===== config.mk =====
export PLATFORM = sky130hd
export DESIGN_NAME = multicycle_controller_flat
export DESIGN_NICKNAME = d
export VERILOG_FILES = /design/src/rtl/ctrl_pkg.sv /design/src/rtl/multicycle_controller_if.sv /design/src/rtl/cond_check.sv /design/src/rtl/multicycle_controller.sv /design/src/flat_wrapper.sv
export SDC_FILE = /design/constraint.sdc
export NUM_CORES = 1
export LEC_CHECK = 0
export ABC_CLOCK_PERIOD_IN_PS = 6300
export CORE_MARGIN = 3
export CORE_UTILIZATION = 30
export CTS_CLUSTER_SIZE = 20
export DETAILED_ROUTE_END_ITERATION = 10
export PLACE_DENSITY_LB_ADDON = 0.3
export SLEW_MARGIN = 10
export SYNTH_ARGS = -nofsm -noshare
export SYNTH_HDL_FRONTEND = slang
export SYNTH_SLANG_ARGS = --single-unit

===== constraint.sdc =====
create_clock -name clk -period 6.3 [get_ports clk]
set_clock_uncertainty 0.2 [all_clocks]
set_input_delay 0.945 -clock clk [delete_from_list [all_inputs] [get_ports clk]]
set_output_delay 0.945 -clock clk [all_outputs]
set_load 0.02 [all_outputs]

===== src/rtl/ctrl_pkg.sv =====
// Shared types and constants for the multicycle control unit.
package ctrl_pkg;

  typedef enum logic [2:0] {
    S_FETCH,
    S_DECODE,
    S_EXEC,
    S_MEM,
    S_WB,
    S_BRANCH,
    S_RETIRE
  } state_t;

  localparam logic [3:0] ALU_ADD = 4'b0000;
  localparam logic [3:0] ALU_SUB = 4'b0001;
  localparam logic [3:0] ALU_AND = 4'b0010;
  localparam logic [3:0] ALU_ORR = 4'b0011;
  localparam logic [3:0] ALU_EOR = 4'b0100;
  localparam logic [3:0] ALU_MOV = 4'b0101;

  localparam logic [3:0] CMD_AND = 4'b0000;
  localparam logic [3:0] CMD_EOR = 4'b0001;
  localparam logic [3:0] CMD_SUB = 4'b0010;
  localparam logic [3:0] CMD_ADD = 4'b0100;
  localparam logic [3:0] CMD_CMP = 4'b1010;
  localparam logic [3:0] CMD_ORR = 4'b1100;
  localparam logic [3:0] CMD_MOV = 4'b1101;

  localparam logic [1:0] OP_DP  = 2'b00;
  localparam logic [1:0] OP_MEM = 2'b01;
  localparam logic [1:0] OP_BR  = 2'b10;
  localparam logic [1:0] OP_NOP = 2'b11;

  localparam logic [3:0] COND_EQ = 4'b0000;
  localparam logic [3:0] COND_NE = 4'b0001;
  localparam logic [3:0] COND_CS = 4'b0010;
  localparam logic [3:0] COND_CC = 4'b0011;
  localparam logic [3:0] COND_MI = 4'b0100;
  localparam logic [3:0] COND_PL = 4'b0101;
  localparam logic [3:0] COND_VS = 4'b0110;
  localparam logic [3:0] COND_VC = 4'b0111;
  localparam logic [3:0] COND_HI = 4'b1000;
  localparam logic [3:0] COND_LS = 4'b1001;
  localparam logic [3:0] COND_GE = 4'b1010;
  localparam logic [3:0] COND_LT = 4'b1011;
  localparam logic [3:0] COND_GT = 4'b1100;
  localparam logic [3:0] COND_LE = 4'b1101;
  localparam logic [3:0] COND_AL = 4'b1110;
  localparam logic [3:0] COND_NV = 4'b1111;

  localparam int FLAG_N = 3;
  localparam int FLAG_Z = 2;
  localparam int FLAG_C = 1;
  localparam int FLAG_V = 0;

  // Returns {known, alu_code}; unknown commands fall back to ADD with no write.
  function automatic logic [4:0] alu_decode(input logic [3:0] cmd);
    case (cmd)
      CMD_ADD: return {1'b1, ALU_ADD};
      CMD_SUB: return {1'b1, ALU_SUB};
      CMD_CMP: return {1'b1, ALU_SUB};
      CMD_AND: return {1'b1, ALU_AND};
      CMD_ORR: return {1'b1, ALU_ORR};
      CMD_EOR: return {1'b1, ALU_EOR};
      CMD_MOV: return {1'b1, ALU_MOV};
      default: return {1'b0, ALU_ADD};
    endcase
  endfunction

endpackage


===== src/rtl/multicycle_controller_if.sv =====
// Datapath/memory-facing signal bundle of the multicycle control unit.
interface multicycle_controller_if;
  logic [31:0] Instr;
  logic [3:0]  ALUFlags;
  logic        mem_ready;
  logic        PCWrite;
  logic        PCSrc;
  logic [1:0]  RegSrc;
  logic        RegWrite;
  logic        ALUSrc;
  logic [3:0]  ALUControl;
  logic        MemtoReg;
  logic        MemWrite;
  logic        MemRead;
  logic [23:0] inm;
  logic [3:0]  Flags;
  logic        instr_done;
  logic        mem_err;

  // Controller side
  modport master (
    input  Instr, ALUFlags, mem_ready,
    output PCWrite, PCSrc, RegSrc, RegWrite, ALUSrc, ALUControl,
           MemtoReg, MemWrite, MemRead, inm, Flags, instr_done, mem_err
  );

  // Datapath / memory side
  modport slave (
    output Instr, ALUFlags, mem_ready,
    input  PCWrite, PCSrc, RegSrc, RegWrite, ALUSrc, ALUControl,
           MemtoReg, MemWrite, MemRead, inm, Flags, instr_done, mem_err
  );
endinterface


===== src/rtl/cond_check.sv =====
// ARM condition-field evaluation against the NZCV register.
module cond_check
  import ctrl_pkg::*;
(
  input  logic [3:0] cond,
  input  logic [3:0] flags,
  output logic       pass
);

  logic n, z, c, v;
  assign n = flags[FLAG_N];
  assign z = flags[FLAG_Z];
  assign c = flags[FLAG_C];
  assign v = flags[FLAG_V];

  // Condition table lookup
  always_comb begin
    pass = 1'b0;
    case (cond)
      COND_EQ: pass = z;
      COND_NE: pass = !z;
      COND_CS: pass = c;
      COND_CC: pass = !c;
      COND_MI: pass = n;
      COND_PL: pass = !n;
      COND_VS: pass = v;
      COND_VC: pass = !v;
      COND_HI: pass = c && !z;
      COND_LS: pass = !c || z;
      COND_GE: pass = (n == v);
      COND_LT: pass = (n != v);
      COND_GT: pass = !z && (n == v);
      COND_LE: pass = z || (n != v);
      COND_AL: pass = 1'b1;
      COND_NV: pass = 1'b1;
      default: pass = 1'b0;
    endcase
  end

endmodule


===== src/rtl/multicycle_controller.sv =====
// Multicycle control unit: fetch/decode/execute sequencing, NZCV register,
// data-memory ready handshake with timeout.
//
// state    | meaning
// S_FETCH  | latch instruction word into IR
// S_DECODE | evaluate condition, dispatch on op
// S_EXEC   | data-processing, optional flag update, retire
// S_MEM    | address calc + memory request, wait for mem_ready
// S_WB     | load write-back, retire
// S_BRANCH | PC <- PC-relative target, retire
// S_RETIRE | advance PC only (cond fail, NOP, memory timeout)
module multicycle_controller
  import ctrl_pkg::*;
#(
  parameter int MEM_TIMEOUT = 16
) (
  input logic clk,
  input logic reset,
  multicycle_controller_if.master bus
);

  localparam logic [7:0] TIMEOUT_CNT = 8'(MEM_TIMEOUT);

  state_t      state;
  logic [31:0] ir;
  logic [3:0]  flags;
  logic [7:0]  wait_cnt;
  logic        mem_err_q;

  logic [3:0] cond, cmd, rd;
  logic [1:0] op;
  logic       i_bit, s_bit, u_bit;
  assign cond  = ir[31:28];
  assign op    = ir[27:26];
  assign i_bit = ir[25];
  assign cmd   = ir[24:21];
  assign u_bit = ir[23];
  assign s_bit = ir[20];   // also L for memory ops
  assign rd    = ir[15:12];

  logic cond_pass;
  cond_check u_cond (.cond(cond), .flags(flags), .pass(cond_pass));

  logic       dp_known, dp_write, timeout;
  logic [3:0] dp_alu, mem_alu;
  assign {dp_known, dp_alu} = alu_decode(cmd);
  assign dp_write = dp_known && (cmd != CMD_CMP);
  assign mem_alu  = u_bit ? ALU_ADD : ALU_SUB;
  // Timeout wins over a late mem_ready so the request drop is clean.
  assign timeout  = (wait_cnt == TIMEOUT_CNT);

  // State, IR, flags, wait counter and sticky error
  always_ff @(posedge clk) begin
    if (reset) begin
      state     <= S_FETCH;
      ir        <= '0;
      flags     <= '0;
      wait_cnt  <= '0;
      mem_err_q <= 1'b0;
    end else begin
      case (state)
        S_FETCH: begin
          ir    <= bus.Instr;
          state <= S_DECODE;
        end
        S_DECODE: begin
          if (!cond_pass) state <= S_RETIRE;
          else begin
            case (op)
              OP_DP:  state <= S_EXEC;
              OP_MEM: begin
                wait_cnt <= '0;
                state    <= S_MEM;
              end
              OP_BR:  state <= S_BRANCH;
              OP_NOP: state <= S_RETIRE;
            endcase
          end
        end
        S_EXEC: begin
          if (s_bit || cmd == CMD_CMP) flags <= bus.ALUFlags;
          state <= S_FETCH;
        end
        S_MEM: begin
          if (timeout) begin
            mem_err_q <= 1'b1;
            state     <= S_RETIRE;
          end else if (bus.mem_ready) begin
            state <= s_bit ? S_WB : S_FETCH;
          end else if (wait_cnt != 8'hFF) begin
            wait_cnt <= wait_cnt + 8'd1;
          end
        end
        default: state <= S_FETCH;
      endcase
    end
  end

  logic       pc_write, pc_src, reg_write, alu_src, mem_to_reg, mem_write, mem_read;
  logic [1:0] reg_src;
  logic [3:0] alu_ctl;

  // Moore decode from state/IR; reset forces every control low at once
  always_comb begin
    pc_write   = 1'b0;
    pc_src     = 1'b0;
    reg_src    = 2'b00;
    reg_write  = 1'b0;
    alu_src    = 1'b0;
    alu_ctl    = ALU_ADD;
    mem_to_reg = 1'b0;
    mem_write  = 1'b0;
    mem_read   = 1'b0;
    if (!reset) begin
      case (state)
        S_EXEC: begin
          alu_src   = i_bit;
          alu_ctl   = dp_alu;
          reg_write = dp_write;
          pc_src    = dp_write && (rd == 4'hF);
          pc_write  = 1'b1;
        end
        S_MEM: begin
          alu_src = 1'b1;
          alu_ctl = mem_alu;
          if (!s_bit) begin
            reg_src[1] = 1'b1;
            mem_write  = !timeout;
            pc_write   = !timeout && bus.mem_ready;
          end else begin
            mem_read = !timeout;
          end
        end
        S_WB: begin
          alu_src    = 1'b1;
          alu_ctl    = mem_alu;
          mem_to_reg = 1'b1;
          reg_write  = 1'b1;
          pc_write   = 1'b1;
        end
        S_BRANCH: begin
          reg_src[0] = 1'b1;
          alu_src    = 1'b1;
          alu_ctl    = ALU_ADD;
          pc_src     = 1'b1;
          pc_write   = 1'b1;
        end
        S_RETIRE: pc_write = 1'b1;
        default: ;
      endcase
    end
  end

  assign bus.PCWrite    = pc_write;
  assign bus.PCSrc      = pc_src;
  assign bus.RegSrc     = reg_src;
  assign bus.RegWrite   = reg_write;
  assign bus.ALUSrc     = alu_src;
  assign bus.ALUControl = alu_ctl;
  assign bus.MemtoReg   = mem_to_reg;
  assign bus.MemWrite   = mem_write;
  assign bus.MemRead    = mem_read;
  assign bus.inm        = ir[23:0];
  assign bus.Flags      = flags;
  assign bus.instr_done = pc_write;
  assign bus.mem_err    = mem_err_q;

endmodule


===== src/flat_wrapper.sv =====
// flat-port wrapper written by rule: the top's interface ports become plain ports
module multicycle_controller_flat import ctrl_pkg::*;
#(
  parameter int MEM_TIMEOUT = 16
)
  (clk, reset, bus_Instr, bus_ALUFlags, bus_mem_ready, bus_PCWrite, bus_PCSrc, bus_RegSrc, bus_RegWrite, bus_ALUSrc, bus_ALUControl, bus_MemtoReg, bus_MemWrite, bus_MemRead, bus_inm, bus_Flags, bus_instr_done, bus_mem_err);
  multicycle_controller_if bus_i ();
  input logic clk;
  input logic reset;
  input wire logic [$bits(bus_i.Instr)-1:0] bus_Instr;
  input wire logic [$bits(bus_i.ALUFlags)-1:0] bus_ALUFlags;
  input wire logic [$bits(bus_i.mem_ready)-1:0] bus_mem_ready;
  output wire logic [$bits(bus_i.PCWrite)-1:0] bus_PCWrite;
  output wire logic [$bits(bus_i.PCSrc)-1:0] bus_PCSrc;
  output wire logic [$bits(bus_i.RegSrc)-1:0] bus_RegSrc;
  output wire logic [$bits(bus_i.RegWrite)-1:0] bus_RegWrite;
  output wire logic [$bits(bus_i.ALUSrc)-1:0] bus_ALUSrc;
  output wire logic [$bits(bus_i.ALUControl)-1:0] bus_ALUControl;
  output wire logic [$bits(bus_i.MemtoReg)-1:0] bus_MemtoReg;
  output wire logic [$bits(bus_i.MemWrite)-1:0] bus_MemWrite;
  output wire logic [$bits(bus_i.MemRead)-1:0] bus_MemRead;
  output wire logic [$bits(bus_i.inm)-1:0] bus_inm;
  output wire logic [$bits(bus_i.Flags)-1:0] bus_Flags;
  output wire logic [$bits(bus_i.instr_done)-1:0] bus_instr_done;
  output wire logic [$bits(bus_i.mem_err)-1:0] bus_mem_err;
  assign bus_i.Instr = bus_Instr;
  assign bus_i.ALUFlags = bus_ALUFlags;
  assign bus_i.mem_ready = bus_mem_ready;
  assign bus_PCWrite = bus_i.PCWrite;
  assign bus_PCSrc = bus_i.PCSrc;
  assign bus_RegSrc = bus_i.RegSrc;
  assign bus_RegWrite = bus_i.RegWrite;
  assign bus_ALUSrc = bus_i.ALUSrc;
  assign bus_ALUControl = bus_i.ALUControl;
  assign bus_MemtoReg = bus_i.MemtoReg;
  assign bus_MemWrite = bus_i.MemWrite;
  assign bus_MemRead = bus_i.MemRead;
  assign bus_inm = bus_i.inm;
  assign bus_Flags = bus_i.Flags;
  assign bus_instr_done = bus_i.instr_done;
  assign bus_mem_err = bus_i.mem_err;
  multicycle_controller #(.MEM_TIMEOUT(MEM_TIMEOUT)) u_core (.clk(clk), .reset(reset), .bus(bus_i));
endmodule

==> results.sh, run 1 <==
export IMPL_clockRootBuffer="clkbuf_8"
export IMPL_maxSlewHeadroom_pct=23.69
export IMPL_worst_slack_ps=2453
export IMPL_synth_largest_area_cell="dfxtp_1"
export IMPL_layout_drive_gt1_share_pct=5.469
export IMPL_max_stage_delay_ps=630
export IMPL_grt_pass1_vias=2246
export IMPL_p_total_mw=1.352
export IMPL_yosysSeqAreaShare_pct=35.89
export IMPL_path_cells="clkdlybuf4s50_1, inv_1, o41ai_1, nand2_1, a21oi_1, clkdlybuf4s50_1"
export IMPL_grt_start_max_net_pins=39
export IMPL_antenna_found_initial=0
export IMPL_cp_max_fo=3
export IMPL_rows=33
export IMPL_setup_viol=0
export IMPL_crit_required_ps=5150
export IMPL_clk_latency_ps=300
export IMPL_grt_pass1_wl_um=10910
export IMPL_htreeDepth=2
export IMPL_via_per_inst=4.883
export IMPL_dp_cells=481
export IMPL_cts_resized=0
export IMPL_die_area_mm2=0.01010
export IMPL_clock_sinks=48
export IMPL_dieHeight_um=100.5
export IMPL_io_buffers=80
export IMPL_synthFlopType="dfxtp_1"
export IMPL_holdWs_ps=259.6
export IMPL_drt_initial_drc_count=83
export IMPL_grt_overflow_total=0
export IMPL_synth_cell_type_count=57
export IMPL_yosys_top_cells_area="dfxtp_1 (36%), nand2_1 (10%), buf_4 (7.9%)"
export IMPL_grt_usage_pct=13.27
export IMPL_synthDominantCellAreaShare_pct=35.89
export IMPL_synth_edf_count=0
export IMPL_fin_crit_sh_pct=61.07
export IMPL_final_core_util_pct=40.66
export IMPL_dpl_hpwl_um=4675
export IMPL_netlist_area_mm2=0.002678
export IMPL_cts_setup_buffers=0
export IMPL_fin_tns_setup_ps=0
export IMPL_fin_crit_ps=3847
export IMPL_vias=2388
export IMPL_dr_pass1_iters=4
export IMPL_drc=0
export IMPL_hold_viol_final=0
export IMPL_ys_warn_count=0
export IMPL_fp_dieW_um=100.5
export IMPL_ant_nets=0
export IMPL_power_density_mw_per_mm2=394.8
export IMPL_synthCells=341
export IMPL_rsz0062_at_grt="no"
export IMPL_syn_nets=386
export IMPL_ctsHoldBuffers=0
export IMPL_finalNonFillerCells=489
export IMPL_start_util_pct=31.79
export IMPL_cp_arrival_ps=2700
export IMPL_critPathTopFamily="buffers and inverters"
export IMPL_finalInstanceArea_mm2=0.003425
export IMPL_ys_ff_latch=48
export IMPL_cts_tree="yes"
export IMPL_crit_slowest_cell="clkdlybuf4s50_1"
export IMPL_nNetsFinal=428
export IMPL_status="complete, no violations"
export IMPL_coreArea_mm2=0.008423
export IMPL_syn_area_per_cell_um2=7.852
export IMPL_max_cap_violations=0
export IMPL_ir_drop_v=0.0001979
export IMPL_path_class="input port to output port"
export IMPL_crit_buf_inv=3
export IMPL_critPathLaunchType="input port"
export IMPL_crit_path_end_kind="output port"
export IMPL_cpMostUsedCell="clkdlybuf4s50_1"
export IMPL_clkTransAtPathRegs_ps=80
export IMPL_cts_buffer_depth=2
export IMPL_preCtsSetupSlack_ps=2444
export IMPL_wirelength_um=6545
export IMPL_area_delta_synth_final_pct=27.90
export IMPL_io_pins=82
export IMPL_cts_buffers=5
export IMPL_fmax_ghz=0.2599
export IMPL_gp_congestion=0.8295
export IMPL_tightest_slew_ps=1145
export IMPL_wl_per_cell_um=13.38
export IMPL_antenna_cells=0
export IMPL_drv_slew=0
export IMPL_place_area_mm2=0.003317
export IMPL_hold_class="flip-flop to flip-flop"
export IMPL_synthArstFlopShare_pct=0
export IMPL_leakagePower_nw=1.288
[state kept, by name, indices dropped and copies added (netlist names)]
signal and count:
u_core.bus.Flags 4, u_core.state 3, u_core.ir 32, u_core.bus.mem_err 1, u_core.wait_cnt 8
[cell type report]
class	instances	area, µm²
clock buffers	6	72.57
repair buffers	82	810.8
flip-flops and latches	48	960.9
clock inverters	2	35.03
well taps	105	131.4
multi-input cells	238	1384
fillers	884	4999
inverters	8	30.03
[cells by family (layout without fill, tap and decap cells)]
| family | after synthesis | in the layout | share of synthesized area (%) |
|---|---|---|---|
| AOI/OAI and AO/OA | 76 | 76 | 18.83 |
| muxes | 6 | 6 | 2.243 |
| and+or+nand+nor | 146 | 146 | 26.50 |
| DFF | 48 | 48 | 35.89 |
| adders and majority gates | 6 | 6 | 2.804 |
| other | 1 | 1 | 0.1401 |
| xor gates and xnor gates | 3 | 3 | 0.9815 |
| buffers and inverters | 55 | 98 | 12.62 |
[cell usage in the layout, fill, tap and decap left out, types with 2 or more instances in the layout]
cell	count
clkdlybuf4s50_1	79
nand2_1	72
dfxtp_1	48
a21oi_1	41
nor2_1	23
nor3_1	9
inv_1	8
o21ai_0	6
mux2i_1	6
nor3b_1	6
ha_1	6
and3_1	5
a211oi_1	5
clkbuf_8	5
nor2b_1	4
nor4_1	3
nand3_1	3
o31ai_1	3
a31oi_1	3
o21bai_1	2
or3_1	2
and2_1	2
xnor2_1	2
nand3b_1	2
or4_1	2
buf_4	2
[worst paths after layout]
kind                                              startpoint                              end  slack, ps  depth (start not counted)
worst max register to register  u_core.state[0]$_SDFFE_PP0P_  u_core.wait_cnt[2]$_SDFFE_PP0P_       3770                          6
worst min-delay path              u_core.ir[10]$_SDFFE_PP0P_       u_core.ir[10]$_SDFFE_PP0P_        260                          2
worst max-delay path                           bus_mem_ready                   bus_instr_done       2450                          6
worst min register to register    u_core.ir[10]$_SDFFE_PP0P_       u_core.ir[10]$_SDFFE_PP0P_        260                          2
[Yosys cell counts (2+ instances only)]
cell,number
nand2_1,72
or4_1,2
nor4_1,3
nor3b_1,6
nand3b_1,2
nand3_1,3
mux2i_1,6
o21bai_1,2
buf_2,3
ha_1,6
o31ai_1,3
buf_4,28
nor2_1,23
nor2b_1,4
buf_6,3
dfxtp_1,48
and2_1,2
or3_1,2
a31oi_1,3
and3_1,5
xnor2_1,2
a211oi_1,5
o21ai_0,6
inv_1,8
clkbuf_1,13
nor3_1,10
a21oi_1,41
[worst reg2reg max path, stage by stage, from the launching register on]
cell,delay [ps]
dfxtp_1,660
and4bb_4,320
o41ai_4,120
a31oi_4,250
a21oi_2,110
or4_1,510
a41o_1,250
[layer usage]
metal	global-route usage [%]	vias to the layer above	routed length, µm
li1	-	1227	-
met1	18.46	1073	3121
met2	20.18	79	2886
met3	3.322	9	445
met4	4.145	0	91
met5	0	-	0
[power breakdown]
group / internal [mW] / total, mW / switching, mW
Sequential: 0.386 / 0.488 / 0.102
Clock: 0.118 / 0.220 / 0.102
Combinational: 0.277 / 0.644 / 0.367
(Power assumes the default switching activity.)
==> run 2, diff against run 1 <==
ABC_CLOCK_PERIOD_IN_PS = 3600   (was 6300)
clock period = 3.6 ns   (was 6.3 ns; I/O delays follow)
==> run 2 against run 1 <==
Net effect:
- via count down 0.13%
- die area stayed put
- non-clock buffer count rose by 1
- core utilization fell by 0.089 points
- critical path type is now flip-flop to output port
==> results.sh, run 2 (synthesis results as in run 1) <==
export IMPL_ant_nets=0
export IMPL_top_register="u_core.ir"
export IMPL_comb_power_share_pct=49.3
export IMPL_coreArea_mm2=0.008423
export IMPL_fin_tns_setup_ps=0
export IMPL_ctsHoldBuffers=0
export IMPL_dieHeight_um=100.5
export IMPL_hold_viol_final=0
export IMPL_fmax_ghz=0.3061
export IMPL_gp_congestion=0.7881
export IMPL_dr_pass1_iters=4
export IMPL_antenna_cells=0
export IMPL_maxSlewHeadroom_pct=54.30
export IMPL_io_pins=82
export IMPL_rows=33
export IMPL_p_seq_share_pct=36.4
export IMPL_grt_start_max_net_pins=38
export IMPL_fp_dieW_um=100.5
export IMPL_area_delta_synth_final_pct=27.62
export IMPL_wirelength_um=6698
export IMPL_clk_latency_ps=300
export IMPL_fin_crit_ps=3267
export IMPL_clock_sinks=48
export IMPL_wl_per_cell_um=13.67
export IMPL_antenna_found_initial=0
export IMPL_setup_viol=0
export IMPL_vias=2385
export IMPL_final_cell_mix="clkdlybuf4s50_1 (79), nand2_1 (72), dfxtp_1 (48), a21oi_1 (41), nor2_1 (23)"
export IMPL_power_switching_share_pct=43.28
export IMPL_rsz0062_at_grt="no"
export IMPL_critPathLaunchType="flip-flop"
export IMPL_grt_pass1_wl_um=11160
export IMPL_cts_resized=0
export IMPL_final_core_util_pct=40.57
export IMPL_tightest_slew_ps=680.9
export IMPL_cts_buffers=5
export IMPL_clockRootBuffer="clkbuf_8"
export IMPL_ir_drop_v=0.0002977
export IMPL_grt_pass1_vias=2295
export IMPL_largest_register_ffs=32
export IMPL_die_area_mm2=0.01010
export IMPL_pwr_share_clk_pct=14.4
export IMPL_max_cap_violations=0
export IMPL_intPower_mw=1.325
export IMPL_start_util_pct=31.79
export IMPL_io_buffers=80
export IMPL_nNetsFinal=429
export IMPL_hold_class="flip-flop to flip-flop"
export IMPL_via_per_inst=4.867
export IMPL_leakagePower_nw=1.288
export IMPL_cts_buffer_depth=2
export IMPL_layout_drive_gt1_share_pct=5.974
export IMPL_fin_crit_sh_pct=90.74
export IMPL_crit_path_end_kind="output port"
export IMPL_cts_setup_buffers=0
export IMPL_cp_arrival_ps=2530
export IMPL_cp_max_fo=10
export IMPL_clkTransAtPathRegs_ps=90
export IMPL_cts_tree="yes"
export IMPL_grt_usage_pct=13.54
export IMPL_drt_initial_drc_count=77
export IMPL_power_density_mw_per_mm2=683.4
export IMPL_switchingPower_mw=1.011
export IMPL_drv_slew=0
export IMPL_htreeDepth=2
export IMPL_final_common_cell="clkdlybuf4s50_1"
export IMPL_crit_required_ps=2860
export IMPL_dpl_hpwl_um=4812
export IMPL_path_class="flip-flop to output port"
export IMPL_status="complete, no violations"
export IMPL_grt_overflow_total=0
export IMPL_drc=0
-- run 2: power groups by stage --
stage	clock [mW]	sequential (mW)	combinational (mW)
3_5_place_dp	0	0.863	1.17
2_1_floorplan	0	0.773	0.958
5_1_grt	0.376	0.883	1.27
6_report	0.335	0.849	1.15
3_3_place_gp	0	0.856	1.15
4_1_cts	0.353	0.851	1.17
-- run 2: cell type report --
cell class	count	area, µm²
inverters	8	30.03
well taps	105	131.4
fillers	886	5006
clock buffers	6	82.58
flip-flops and latches	48	960.9
clock inverters	2	10.01
multi-input cells	238	1384
repair buffers	83	818.3
-- run 2: layer usage --
layer  up-vias  routed length [µm]  track usage [%]
li1       1232                   -                -
met1      1095                3168            18.39
met2        56                3023            21.15
met3         2                 467            3.945
met4         0                  38            3.316
met5         -                   0                0
-- run 2: worst max-delay path, cell delays in order, from the launching register on --
cell             delay (ps)
dfxtp_1                 510
nor2b_1                 380
nand2_1                 310
nor2_1                  240
nand2_1                  70
nor2_1                  110
clkdlybuf4s50_1         610
-- run 2: per-stage QoR --
stage	std cells	hold WS [ps]	setup WS, ps	area (µm²)	power [mW]
6_report	490	255.2	333.4	3417	2.335
3_3_place_gp	482	242.2	561.0	3324	2.008
4_1_cts	490	258.9	300.1	3417	2.374
3_5_place_dp	482	246.2	552.4	3324	2.029
2_1_floorplan	341	233.2	1040	2678	1.731
5_1_grt	490	279.1	82.48	3417	2.532
-- run 2: worst paths after layout --
path | from | end | slack (ps) | cells past startpoint
worst max-delay path | u_core.state[1]$_SDFFE_PP0P_ | bus_MemRead | 330 | 6
worst max register to register | u_core.state[0]$_SDFFE_PP0P_ | u_core.wait_cnt[2]$_SDFFE_PP0P_ | 1100 | 6
worst min register to register | u_core.ir[10]$_SDFFE_PP0P_ | u_core.ir[10]$_SDFFE_PP0P_ | 260 | 2
worst min-delay path | u_core.ir[10]$_SDFFE_PP0P_ | u_core.ir[10]$_SDFFE_PP0P_ | 260 | 2
